--- src/rtl/seq_shifter_if.sv ---
// Start/busy/done handshake and operand/result bus between the execute
// controller and the sequential shifter.
//   start  : request, sampled by the shifter only when idle or done
//   ALUFun : operation select, [1:0] decoded (00 sll, 01 srl, 11 sra, 10 ror)
//   A      : shift amount in the low bits
//   B      : value to shift
//   S      : registered result
//   busy   : operation in flight
//   done   : one-cycle completion pulse
interface seq_shifter_if #(
  parameter int unsigned WIDTH = 32
);
  logic             start;
  logic [5:0]       ALUFun;
  logic [WIDTH-1:0] A;
  logic [WIDTH-1:0] B;
  logic [WIDTH-1:0] S;
  logic             busy;
  logic             done;

  // Execute controller side
  modport master (
    output start, ALUFun, A, B,
    input  S, busy, done
  );

  // Shifter side
  modport slave (
    input  start, ALUFun, A, B,
    output S, busy, done
  );
endinterface

--- src/rtl/seq_shifter.sv ---
// Multi-cycle shift/rotate unit. Moves operand B by A[SHAMT_W-1:0] positions,
// at most STEP positions per clock, so a wide datapath can share one narrow
// shifter. Operands are latched on accept; the result appears on S with a
// one-cycle done pulse and is held until the next completion.
//   clk   : system clock, rising edge
//   reset : asynchronous, active-high reset
//   bus   : slave side of seq_shifter_if (start/ALUFun/A/B in, S/busy/done out)
module seq_shifter #(
  parameter int unsigned WIDTH   = 32,
  parameter int unsigned SHAMT_W = 5,
  parameter int unsigned STEP    = 4
) (
  input  logic        clk,
  input  logic        reset,
  seq_shifter_if.slave bus
);

  localparam logic [1:0] OP_SLL = 2'b00;
  localparam logic [1:0] OP_SRL = 2'b01;
  localparam logic [1:0] OP_ROR = 2'b10;
  localparam logic [1:0] OP_SRA = 2'b11;

  typedef enum logic [1:0] {
    IDLE = 2'd0,
    RUN  = 2'd1,
    DONE = 2'd2
  } state_t;

  state_t             state, state_nxt;
  logic [WIDTH-1:0]   acc, acc_nxt;
  logic [SHAMT_W-1:0] rem, rem_nxt;
  logic [1:0]         op, op_nxt;
  logic               sign, sign_nxt;
  logic [WIDTH-1:0]   s_q, s_nxt;
  logic               busy_q, busy_nxt;
  logic               done_q, done_nxt;

  logic [SHAMT_W-1:0] k;
  logic [WIDTH-1:0]   fill;
  logic [2*WIDTH-1:0] wide;
  logic [WIDTH-1:0]   step_val;
  logic [SHAMT_W-1:0] shamt_in;

  // Upper operand bits carry no meaning for this unit.
  logic unused_bits;
  assign unused_bits = &{1'b0, bus.ALUFun[5:2], bus.A[WIDTH-1:SHAMT_W]};

  assign shamt_in = bus.A[SHAMT_W-1:0];

  // One step of the datapath: shift acc by k = min(rem, STEP).
  // Right-going ops shift the pair {fill, acc} so the fill source (zeros,
  // latched sign, or acc itself for rotate) enters at the MSB.
  always_comb begin : step_datapath
    if ({1'b0, rem} > (SHAMT_W+1)'(STEP)) begin
      k = SHAMT_W'(STEP);
    end else begin
      k = rem;
    end
    case (op)
      OP_SRA:  fill = {WIDTH{sign}};
      OP_ROR:  fill = acc;
      default: fill = '0;
    endcase
    wide = {fill, acc} >> k;
    if (op == OP_SLL) begin
      step_val = acc << k;
    end else begin
      step_val = wide[WIDTH-1:0];
    end
  end

  // State register and datapath registers.
  always_ff @(posedge clk or posedge reset) begin : regs
    if (reset) begin
      state  <= IDLE;
      acc    <= '0;
      rem    <= '0;
      op     <= '0;
      sign   <= 1'b0;
      s_q    <= '0;
      busy_q <= 1'b0;
      done_q <= 1'b0;
    end else begin
      state  <= state_nxt;
      acc    <= acc_nxt;
      rem    <= rem_nxt;
      op     <= op_nxt;
      sign   <= sign_nxt;
      s_q    <= s_nxt;
      busy_q <= busy_nxt;
      done_q <= done_nxt;
    end
  end

  // Next-state and next-output logic.
  always_comb begin : fsm_next
    state_nxt = state;
    acc_nxt   = acc;
    rem_nxt   = rem;
    op_nxt    = op;
    sign_nxt  = sign;
    s_nxt     = s_q;
    busy_nxt  = 1'b0;
    done_nxt  = 1'b0;

    case (state)
      IDLE, DONE: begin
        if (bus.start) begin
          acc_nxt  = bus.B;
          rem_nxt  = shamt_in;
          op_nxt   = bus.ALUFun[1:0];
          sign_nxt = bus.B[WIDTH-1];
          if (shamt_in != '0) begin
            state_nxt = RUN;
            busy_nxt  = 1'b1;
          end else begin
            // Zero shift completes without entering RUN.
            state_nxt = DONE;
            s_nxt     = bus.B;
            done_nxt  = 1'b1;
          end
        end else begin
          state_nxt = IDLE;
        end
      end
      RUN: begin
        acc_nxt = step_val;
        rem_nxt = rem - k;
        if (rem == k) begin
          state_nxt = DONE;
          s_nxt     = step_val;
          done_nxt  = 1'b1;
        end else begin
          busy_nxt = 1'b1;
        end
      end
      default: begin
        state_nxt = IDLE;
      end
    endcase
  end

  assign bus.S    = s_q;
  assign bus.busy = busy_q;
  assign bus.done = done_q;

endmodule

--- src/flat_wrapper.sv ---
// flat-port wrapper written by rule: the top's interface ports become plain ports
module seq_shifter_flat 
#(
  parameter int unsigned WIDTH   = 32,
  parameter int unsigned SHAMT_W = 5,
  parameter int unsigned STEP    = 4
)
  (clk, reset, bus_start, bus_ALUFun, bus_A, bus_B, bus_S, bus_busy, bus_done);
  seq_shifter_if #(.WIDTH(WIDTH)) bus_i ();
  input  logic clk;
  input  logic reset;
  input wire logic [$bits(bus_i.start)-1:0] bus_start;
  input wire logic [$bits(bus_i.ALUFun)-1:0] bus_ALUFun;
  input wire logic [$bits(bus_i.A)-1:0] bus_A;
  input wire logic [$bits(bus_i.B)-1:0] bus_B;
  output wire logic [$bits(bus_i.S)-1:0] bus_S;
  output wire logic [$bits(bus_i.busy)-1:0] bus_busy;
  output wire logic [$bits(bus_i.done)-1:0] bus_done;
  assign bus_i.start = bus_start;
  assign bus_i.ALUFun = bus_ALUFun;
  assign bus_i.A = bus_A;
  assign bus_i.B = bus_B;
  assign bus_S = bus_i.S;
  assign bus_busy = bus_i.busy;
  assign bus_done = bus_i.done;
  seq_shifter #(.WIDTH(WIDTH), .SHAMT_W(SHAMT_W), .STEP(STEP)) u_core (.clk(clk), .reset(reset), .bus(bus_i));
endmodule
--- config.mk ---
export PLATFORM = sky130hd
export DESIGN_NAME = seq_shifter_flat
export DESIGN_NICKNAME = d
export VERILOG_FILES = /design/src/rtl/seq_shifter_if.sv /design/src/rtl/seq_shifter.sv /design/src/flat_wrapper.sv
export SDC_FILE = /design/constraint.sdc
export NUM_CORES = 1
export LEC_CHECK = 0
export CAP_MARGIN = 20
export CELL_PAD_IN_SITES_DETAIL_PLACEMENT = 1
export CELL_PAD_IN_SITES_GLOBAL_PLACEMENT = 2
export CORE_MARGIN = 2
export CORE_UTILIZATION = 34
export DETAILED_ROUTE_END_ITERATION = 6
export PLACE_DENSITY = 0.87
export SLEW_MARGIN = 20
export SYNTH_ARGS = -nofsm -noshare
export SYNTH_HDL_FRONTEND = slang
export SYNTH_SLANG_ARGS = --single-unit
export TNS_END_PERCENT = 20
--- constraint.sdc ---
create_clock -name clk -period 6.9 [get_ports clk]
set_clock_uncertainty 0.05 [all_clocks]
set_input_delay 1.035 -clock clk [delete_from_list [all_inputs] [get_ports clk]]
set_output_delay 1.035 -clock clk [all_outputs]
set_load 0.02 [all_outputs]
# Yosys cells after proc, flatten, opt, wreduce, memory -nomap -nowiden
# Index checks and enable logic that the tools add are counted.
# Widths: inputs -> output; s select.
[totals] register_bits=76 wordCells=51
[op_classes] add_sub_neg=1 order_cmp=1 reduce_logical=8 shifts=2 eq_ne=8 muxes=23
[op_table] cell="$pmux 32 s2" count=3
[op_table] cell="$mux 32" count=5
[op_table] cell="$shr 64x5->32" count=1
[op_table] cell="$shl 32x5->32" count=1
[op_table] cell="$mux 5" count=2
[op_table] cell="$pmux 5 s2" count=1
[op_table] cell="$eq 2x2->1 const B" count=3
[op_table] cell="$mux 1" count=6
[op_table] cell="$mux 2" count=3
[op_table] cell="$eq 5x5->1" count=1
[op_table] cell="$gt 5x3->1 const B" count=1
[op_table] cell="$reduce_bool 5->1" count=1
[op_table] cell="$sub 5x5->5" count=1
[op_table] cell="$logic_not 2->1" count=2
[op_table] cell="$ne 2x2->1 const B" count=2
[op_table] cell="$pmux 1 s2" count=2
[op_table] cell="$pmux 2 s2" count=1
[op_table] cell="$reduce_and 2->1" count=2
[op_table] cell="$reduce_and 4->1" count=1
[op_table] cell="$eq 2x1->1 const B" count=1
[op_table] cell="$ne 2x1->1 const B" count=1
[op_table] cell="$reduce_bool 2->1" count=1
[op_table] cell="$reduce_or 2->1" count=1

# Longest topological paths before layout
# Gate-level depths: netlist (run 1).
[depth] depth_word=6 depth_mapped=11

# Least setup slack after synthesis (run 1)
# Ideal clock, no wire load.
[synth_path] path_type="input-to-reg" startpoint="input port bus_A[4]" endpoint="register u_core.s_q[29], in the netlist u_core.bus.S[29]" setup_time_ns=0.128 slack_ns=4.175 path_stages=6 t_arrival_ns=2.548 n_path_buf=1 cell_sequence="or4_1 nor3_1 nor2_1 clkbuf_1 a22oi_1 o21ai_1"
[synth_between] elab_chain_cells=3
[synth_lines] item="from (decl)" line_no="flat_wrapper.sv:14" rtl="input wire logic [$bits(bus_i.A)-1:0] bus_A;"
[synth_lines] item="$reduce_bool 5->1" line_no="seq_shifter.sv:113" rtl="if (shamt_in != '0) begin"
[synth_lines] item="$ne 2x2->1 (no source line)"
[synth_lines] item="$reduce_and 4->1 (no source line)"
[synth_lines] item="to (signal assigned)" line_no="seq_shifter.sv:89" rtl="s_q <= s_nxt;"
[synth_lines] item="to (decl)" line_no="seq_shifter.sv:34" rtl="logic [WIDTH-1:0] s_q, s_nxt;"
# No other way between the ends.
# A chain may end at the register's enable or synchronous reset.

# Worst setup path after layout (run 1)
[layout_path] startpoint="register u_core.rem[0]" endpoint="register u_core.s_q[30], in the netlist u_core.bus.S[30]"
[layout_between] elab_chain_cells=6
[layout_lines] item="from (decl)" line_no="seq_shifter.sv:31" rtl="logic [SHAMT_W-1:0] rem, rem_nxt;"
[layout_lines] item="from (signal assigned)" line_no="seq_shifter.sv:86" rtl="rem <= rem_nxt;"
[layout_lines] item="$gt 5x3->1" line_no="seq_shifter.sv:54" rtl="if ({1'b0, rem} > (SHAMT_W+1)'(STEP)) begin"
[layout_lines] item="$mux 5" line_no="seq_shifter.sv:54"
[layout_lines] item="$shr 64x5->32 or $shl 32x5->32 (tied branches)" line_no="seq_shifter.sv:64, seq_shifter.sv:66"
[layout_lines] item="$mux 32" line_no="seq_shifter.sv:65" rtl="if (op == OP_SLL) begin"
[layout_lines] item="$mux 32" line_no="seq_shifter.sv:129" rtl="if (rem == k) begin"
[layout_lines] item="$pmux 32 s2" line_no="seq_shifter.sv:106" rtl="case (state)"
# Parallel ways exist; a longest one is shown, timed or not. The select of a mux whose other input is x is not followed.

==> reports/qor.csv, run 1 <==
stage;metric;value;unit
yosys;ys_ff_latch;76;
cts;insertion_delay;360;ps
sta;min_period_over_period;0.545;
yosys;seq_area_frac_synth;0.311;
die;ios;107;
sta;timing.setup.tns;0;ps
job;cap_violations;0;
routing;wl_per_cell;24.3;um
routing;dr.pass1.iters;5;
global_route;grt_pass1_vias;6693;
yosys;synth.distinct_cells;73;
finish;areaGrowthSynthToFinish;18.8;%
die;die-width;138;um
cts;cts_buffers;9;
yosys;synth_nets;823;
finish;drive_above_1_share;0.0991;
sta;fin_crit;3760;ps
power_and_ir_drop;internal-power;2.04;mW
finish;nNetsFinal;836;
routing;vias;6321;
routing;viasPerCell;6.35;
power_and_ir_drop;ir_drop;0.000240;V
sta;clock.fmax;266;MHz
sta;worst_slew_pin_slew;1040;ps
global_route;grt_first_pass_wirelength;39200;um
global_route;grt_util_all_layers;0.256;
cts;postCtsSetupRepairBufs;0;
cts;cts_tree;yes;
worst_setup_path;crit_fanout;45;
finish;layout_commonest_cell;nand2_1;
yosys;synth_edf_count;0;
placement;routabilityCongestion;0.915;
power_and_ir_drop;seqPwrFrac;0.275;
power_and_ir_drop;switching_share;0.525;
power_and_ir_drop;p_sw;2.25;mW
cts;cts_resized;0;
routing;wirelength;24200;um
sta;drv_slew;0;
die;rows;49;
cts;cts-root-buf;clkbuf_16;
worst_setup_path;arrival;3910;ps
power_and_ir_drop;power_density;592;nW/um^2
cts;cts.path.max_buffers;2;
yosys;synthCells;749;
cts;cts_sinks;76;
finish;most-common-layout-cells;108 x nand2_1, 75 x a21oi_1, 75 x clkdlybuf4s50_1, 75 x dfrtp_1, 58 x mux2i_1;
worst_setup_path;worstPathRequired;7050;ps
cts;hold_buffers;0;
routing;ant_nets;0;
sta;hold_viol_final;0;
sta;rsz0062_at_grt;no;
sta;hold_slack;432;ps
routing;drc;0;
worst_setup_path;cp-end-kind;flip-flop;
hold_path;hold_class;reg2reg;
routing;drtIter0Drc;658;
yosys;netlist_area;6110;sq um
die;die-height;138;um
cts;clk_pin_slew;60;ps
global_route;grt_max_degree;77;
worst_setup_path;criticalPathCategory;reg2reg;
yosys;synth.avg_cell_area;8.16;sq um
finish;fin_area;7260;sq um
yosys;dominantRegCellSynth;dfrtp_1;
die;initial_core_util;0.344;
power_and_ir_drop;pwr-share-comb;0.608;
finish;fillerInstances;2115;
sta;relSlewSlack;0.306;
global_route;antenna_found_initial;0;
power_and_ir_drop;p_total;4.30;mW
die;core-area;17800;sq um
power_and_ir_drop;leakagePower;2.86;nW
cts;ctsHtreeMaxLevel;3;
placement;post_dp_cell_area;6930;sq um
yosys;synthArstFlopShare;1.00;
yosys;ys.warnings.count;0;
power_and_ir_drop;clock_power_share;0.117;
global_route;grt_overflow;0;
die;dieArea;19100;sq um
finish;antenna_cells;0;
placement;hpwl;16100;um
worst_setup_path;start_kind;flip-flop;
placement;io_buffers;75;
outcome;status;finished, final reports clean;
sta;setup_viol;0;
[synth_stat cells, drive strengths merged, types with 3 or more instances]
master,count,area share
o2bb2ai,3,0.0043
inv,7,0.0043
a221oi,5,0.0072
nand3b,6,0.0074
nor2b,6,0.0061
nor3,8,0.0074
or3,4,0.0041
and3,4,0.0041
nor4,8,0.0082
mux2i,59,0.099
o211ai,4,0.0049
mux4,12,0.044
nor2,35,0.022
buf,31,0.028
o21ai,65,0.053
a2111oi,5,0.011
nor4b,3,0.0078
a221o,4,0.0066
o21bai,4,0.0049
o22ai,23,0.025
o31ai,6,0.0074
o2111a,3,0.0055
a22o,3,0.0043
a22oi,3,0.0037
a21o,5,0.0061
a31oi,19,0.019
dfrtp,76,0.31
nand2b,6,0.0061
nand2,108,0.066
a21oi,75,0.061
a211oi,21,0.027
clkbuf,60,0.037
mux2,9,0.017
nand4,5,0.0051
nand3,18,0.015
[per-layer routing]
| metal | global-route usage | wire length (um) | part of all wire | vias up |
|---|---|---|---|---|
| li1 | - | - | - | 2813 |
| met1 | 0.350 | 10600 | 0.44 | 3192 |
| met2 | 0.403 | 11400 | 0.47 | 274 |
| met3 | 0.0402 | 1390 | 0.057 | 42 |
| met4 | 0.112 | 897 | 0.037 | 0 |
| met5 | 0 | 0 | 0 | - |
[sequential cells by signal, summed over array words and instances (netlist names)]
register         cells
u_core.bus.S        32
u_core.sign          1
u_core.op            2
u_core.acc          32
u_core.rem           5
u_core.bus.done      1
u_core.state         2
u_core.bus.busy      1
[worst max-delay path, stage by stage (launching register included)]
cell and delay, ps:
dfrtp_1 840, buf_4 480, or4b_2 610, buf_4 350, mux2i_1 350, nor2_1 70, nor4_1 650, o21ai_0 190
[cell families after synthesis]
logic type	share of synthesized area
AO/OA/AOI/OAI	0.285
AND/OR/NAND/NOR	0.172
buffers and inverters	0.0694
multiplexers	0.160
flip-flops	0.311
adder cells (fa/ha/maj)	0.00205
other	0.000614
[final timing paths]
kind	start	endpoint	slack, ps	depth (start not counted)
worst max-delay path	u_core.rem[0]$_DFFE_PP0P_	u_core.bus.S[30]$_DFFE_PP0P_	3140	7
worst min-delay path	u_core.bus.S[21]$_DFFE_PP0P_	u_core.bus.S[21]$_DFFE_PP0P_	430	2
worst max register to register	u_core.rem[0]$_DFFE_PP0P_	u_core.bus.S[30]$_DFFE_PP0P_	3140	7
worst min register to register	u_core.bus.S[21]$_DFFE_PP0P_	u_core.bus.S[21]$_DFFE_PP0P_	430	2
max in group asynchronous	reset	u_core.rem[1]$_DFFE_PP0P_	5200	4
min in group asynchronous	reset	u_core.bus.done$_DFF_PP0_	990	3
[power by group through the flow]
stage	Sequential [mW]	Clock (mW)	Combinational, mW
global route	1.22	0.527	2.84
global placement	1.15	0	2.50
CTS	1.16	0.510	2.60
finish	1.18	0.503	2.61
floorplan	0.931	0	1.90
detailed placement	1.17	0	2.57
[through the flow]
stage | std cells | setup slack [ps] | util
detailed placement | 979 | 3200 | 0.390
CTS | 995 | 3190 | 0.407
global placement | 979 | 3290 | 0.390
global route | 996 | 2930 | 0.408
floorplan | 749 | 3880 | -
finish | 996 | 3140 | 0.408
[cell type report]
class,count,area [sq um],share of cell area
flip-flops and latches,76,1900,0.262
multi-input cells,574,3830,0.528
clock buffers,11,243,0.0334
well taps,229,287,0.0395
inverters,8,31.3,0.00431
clock inverters,5,60.1,0.00827
repair buffers,93,906,0.125
(Power assumes the default switching activity.)
==> run 2: changes to the inputs <==
CORE_UTILIZATION = 29   (was 34)
PLACE_DENSITY = 0.79   (was 0.87)
clock period = 3.2 ns   (was 6.9 ns; I/O delays follow)
==> run 2 against run 1 <==
Clock-buffer cell count shrank 1. Die area up 17%. Core utilization decreased by 4.9 points. Sequential share of layout area fell by 0.80 points. Combinational power grew 130%. Flip-flop and latch count did not move. Critical path depth down 1. Total power grew 120%. Register-to-register slack got worse by 2600 ps. Worst setup slack worse by 2600 ps. Fmax rose by 39%. Global-route usage decreased by 2.8 points.
==> reports/qor.csv, run 2 (synthesis results as in run 1) <==
stage;metric;value;unit
global_route;grt_first_pass_wirelength;39200;um
cts;cts_sinks;76;
finish;fillerInstances;2505;
routing;dr.pass1.iters;5;
routing;wl_per_cell;23.0;um
worst_setup_path;timing.rr.end;u_core.bus.S[19]$_DFFE_PP0P_;
hold_path;hold_class;reg2reg;
power_and_ir_drop;ir_drop;0.000466;V
routing;vias;6344;
worst_setup_path;slowest_stage;or4b_2;
cts;insertion_delay;350;ps
routing;drtIter0Drc;489;
routing;wirelength;24600;um
worst_setup_path;worstPathRequired;3400;ps
global_route;grt_overflow;0;
job;cap_violations;0;
worst_setup_path;critPathLaunch;u_core.rem[4]$_DFFE_PP0P_;
die;ios;107;
cts;hold_buffers;0;
sta;min_period_over_period;0.847;
placement;routabilityCongestion;0.882;
worst_setup_path;reg2reg_depth;6;
cts;cts.path.max_buffers;2;
sta;drv_slew;0;
finish;most-common-layout-cells;108 x nand2_1, 75 x a21oi_1, 75 x clkdlybuf4s50_1, 75 x dfrtp_1, 58 x mux2i_1;
cts;cts-root-buf;clkbuf_16;
cts;postCtsSetupRepairBufs;0;
sta;finalWorstSetupSlack;490;ps
worst_setup_path;criticalPathCategory;reg2reg;
cts;cts_resized;0;
worst_setup_path;cp-end-kind;flip-flop;
sta;timing.setup.tns;0;ps
die;initial_core_util;0.294;
placement;place_ws;367;ps
sta;setup_viol;0;
routing;viasPerCell;5.94;
routing;drc;0;
cts;cts_buffers;9;
global_route;grt_max_degree;77;
die;die-width;149;um
finish;nNetsFinal;862;
outcome;status;finished, final reports clean;
worst_setup_path;reg2reg_from;u_core.rem[4]$_DFFE_PP0P_;
die;dieArea;22300;sq um
worst_setup_path;crit_fanout;38;
worst_setup_path;start_kind;flip-flop;
sta;relSlewSlack;0.394;
die;core-area;20800;sq um
sta;hold_viol_final;0;
power_and_ir_drop;power_density;1260;nW/um^2
cts;clk_pin_slew;60;ps
worst_setup_path;arrival;2910;ps
finish;layout_commonest_cell;nand2_1;
global_route;grt_pass1_vias;6500;
sta;clock.fmax;369;MHz
finish;areaGrowthSynthToFinish;22.5;%
routing;ant_nets;0;
sta;hold_slack;433;ps
finish;fin_area;7490;sq um
placement;dp.cells;1052;
worst_setup_path;cp_slowest_stage_delay;760;ps
placement;io_buffers;75;
cts;cts_tree;yes;
sta;rsz0062_at_grt;no;
placement;hpwl;17100;um
sta;worst_slew_pin_slew;909;ps
finish;drive_above_1_share;0.129;
finish;antenna_cells;0;
global_route;antenna_found_initial;0;
die;rows;53;
cts;ctsHtreeMaxLevel;3;
global_route;grt_util_all_layers;0.229;
power_and_ir_drop;leakagePower;2.97;nW
finish;instances_no_fill;1068;
worst_setup_path;worstPathCellList;or4b_2 > buf_12 > nand2_1 > a21oi_1 > or4_1 > a22o_1;
worst_setup_path;rrSetupSlack;490;ps
worst_setup_path;endpoint;u_core.bus.S[19]$_DFFE_PP0P_;
die;die-height;149;um
sta;fin_crit;2710;ps
placement;post_dp_cell_area;7220;sq um
==> run 2: final cells by class <==
class | instances | area [sq um] | share of cell area
clock buffer | 10 | 229 | 0.0306
sequential | 76 | 1900 | 0.254
inverter | 8 | 31.3 | 0.00418
clock inverter | 6 | 40.0 | 0.00535
tap | 275 | 344 | 0.0459
multi-input combinational | 574 | 3820 | 0.510
timing repair buffer | 119 | 1120 | 0.149
==> run 2: how the worst min path moves through the flow <==
stage	from	endpoint	slack, ps	cells past startpoint
final	u_core.bus.S[15]$_DFFE_PP0P_	u_core.bus.S[15]$_DFFE_PP0P_	430	2
after global routing	u_core.bus.S[12]$_DFFE_PP0P_	u_core.bus.S[12]$_DFFE_PP0P_	460	2
after CTS	u_core.bus.S[15]$_DFFE_PP0P_	u_core.bus.S[15]$_DFFE_PP0P_	440	2
after detailed placement	u_core.bus.S[15]$_DFFE_PP0P_	u_core.bus.S[15]$_DFFE_PP0P_	420	2
after global placement	u_core.bus.S[21]$_DFFE_PP0P_	u_core.bus.S[21]$_DFFE_PP0P_	420	2
after floorplan	u_core.sign$_DFFE_PP0P_	u_core.sign$_DFFE_PP0P_	450	2
==> run 2: per-layer routing <==
layer	track usage	routed length, um
met2	0.370	11400
met4	0.0733	600
met1	0.318	11500
met3	0.0281	1080
met5	0	0
==> run 2: where the power goes <==
| part | internal (mW) | switching [mW] | total (mW) | leakage (nW) |
|---|---|---|---|---|
| Sequential | 1.47 | 0.939 | 2.41 | 0.896 |
| Clock | 0.525 | 0.434 | 0.959 | 0.133 |
| Combinational | 2.53 | 3.51 | 6.03 | 1.94 |
| Total | 4.53 | 4.88 | 9.41 | 2.97 |
==> run 2: worst max-delay path: cells and delay by family (launching register included) <==
family                 cells  cell delay, ps
and+or+nand+nor            3            1510
DFF                        1             490
AOI/OAI and AO/OA          2             290
buffers and inverters      1             220
==> run 2: metrics by stage <==
stage	total power, mW	utilization
floorplan	6.09	-
global placement	8.28	0.347
detailed placement	8.35	0.347
CTS	9.37	0.360
global route	10.1	0.360
finish	9.41	0.360
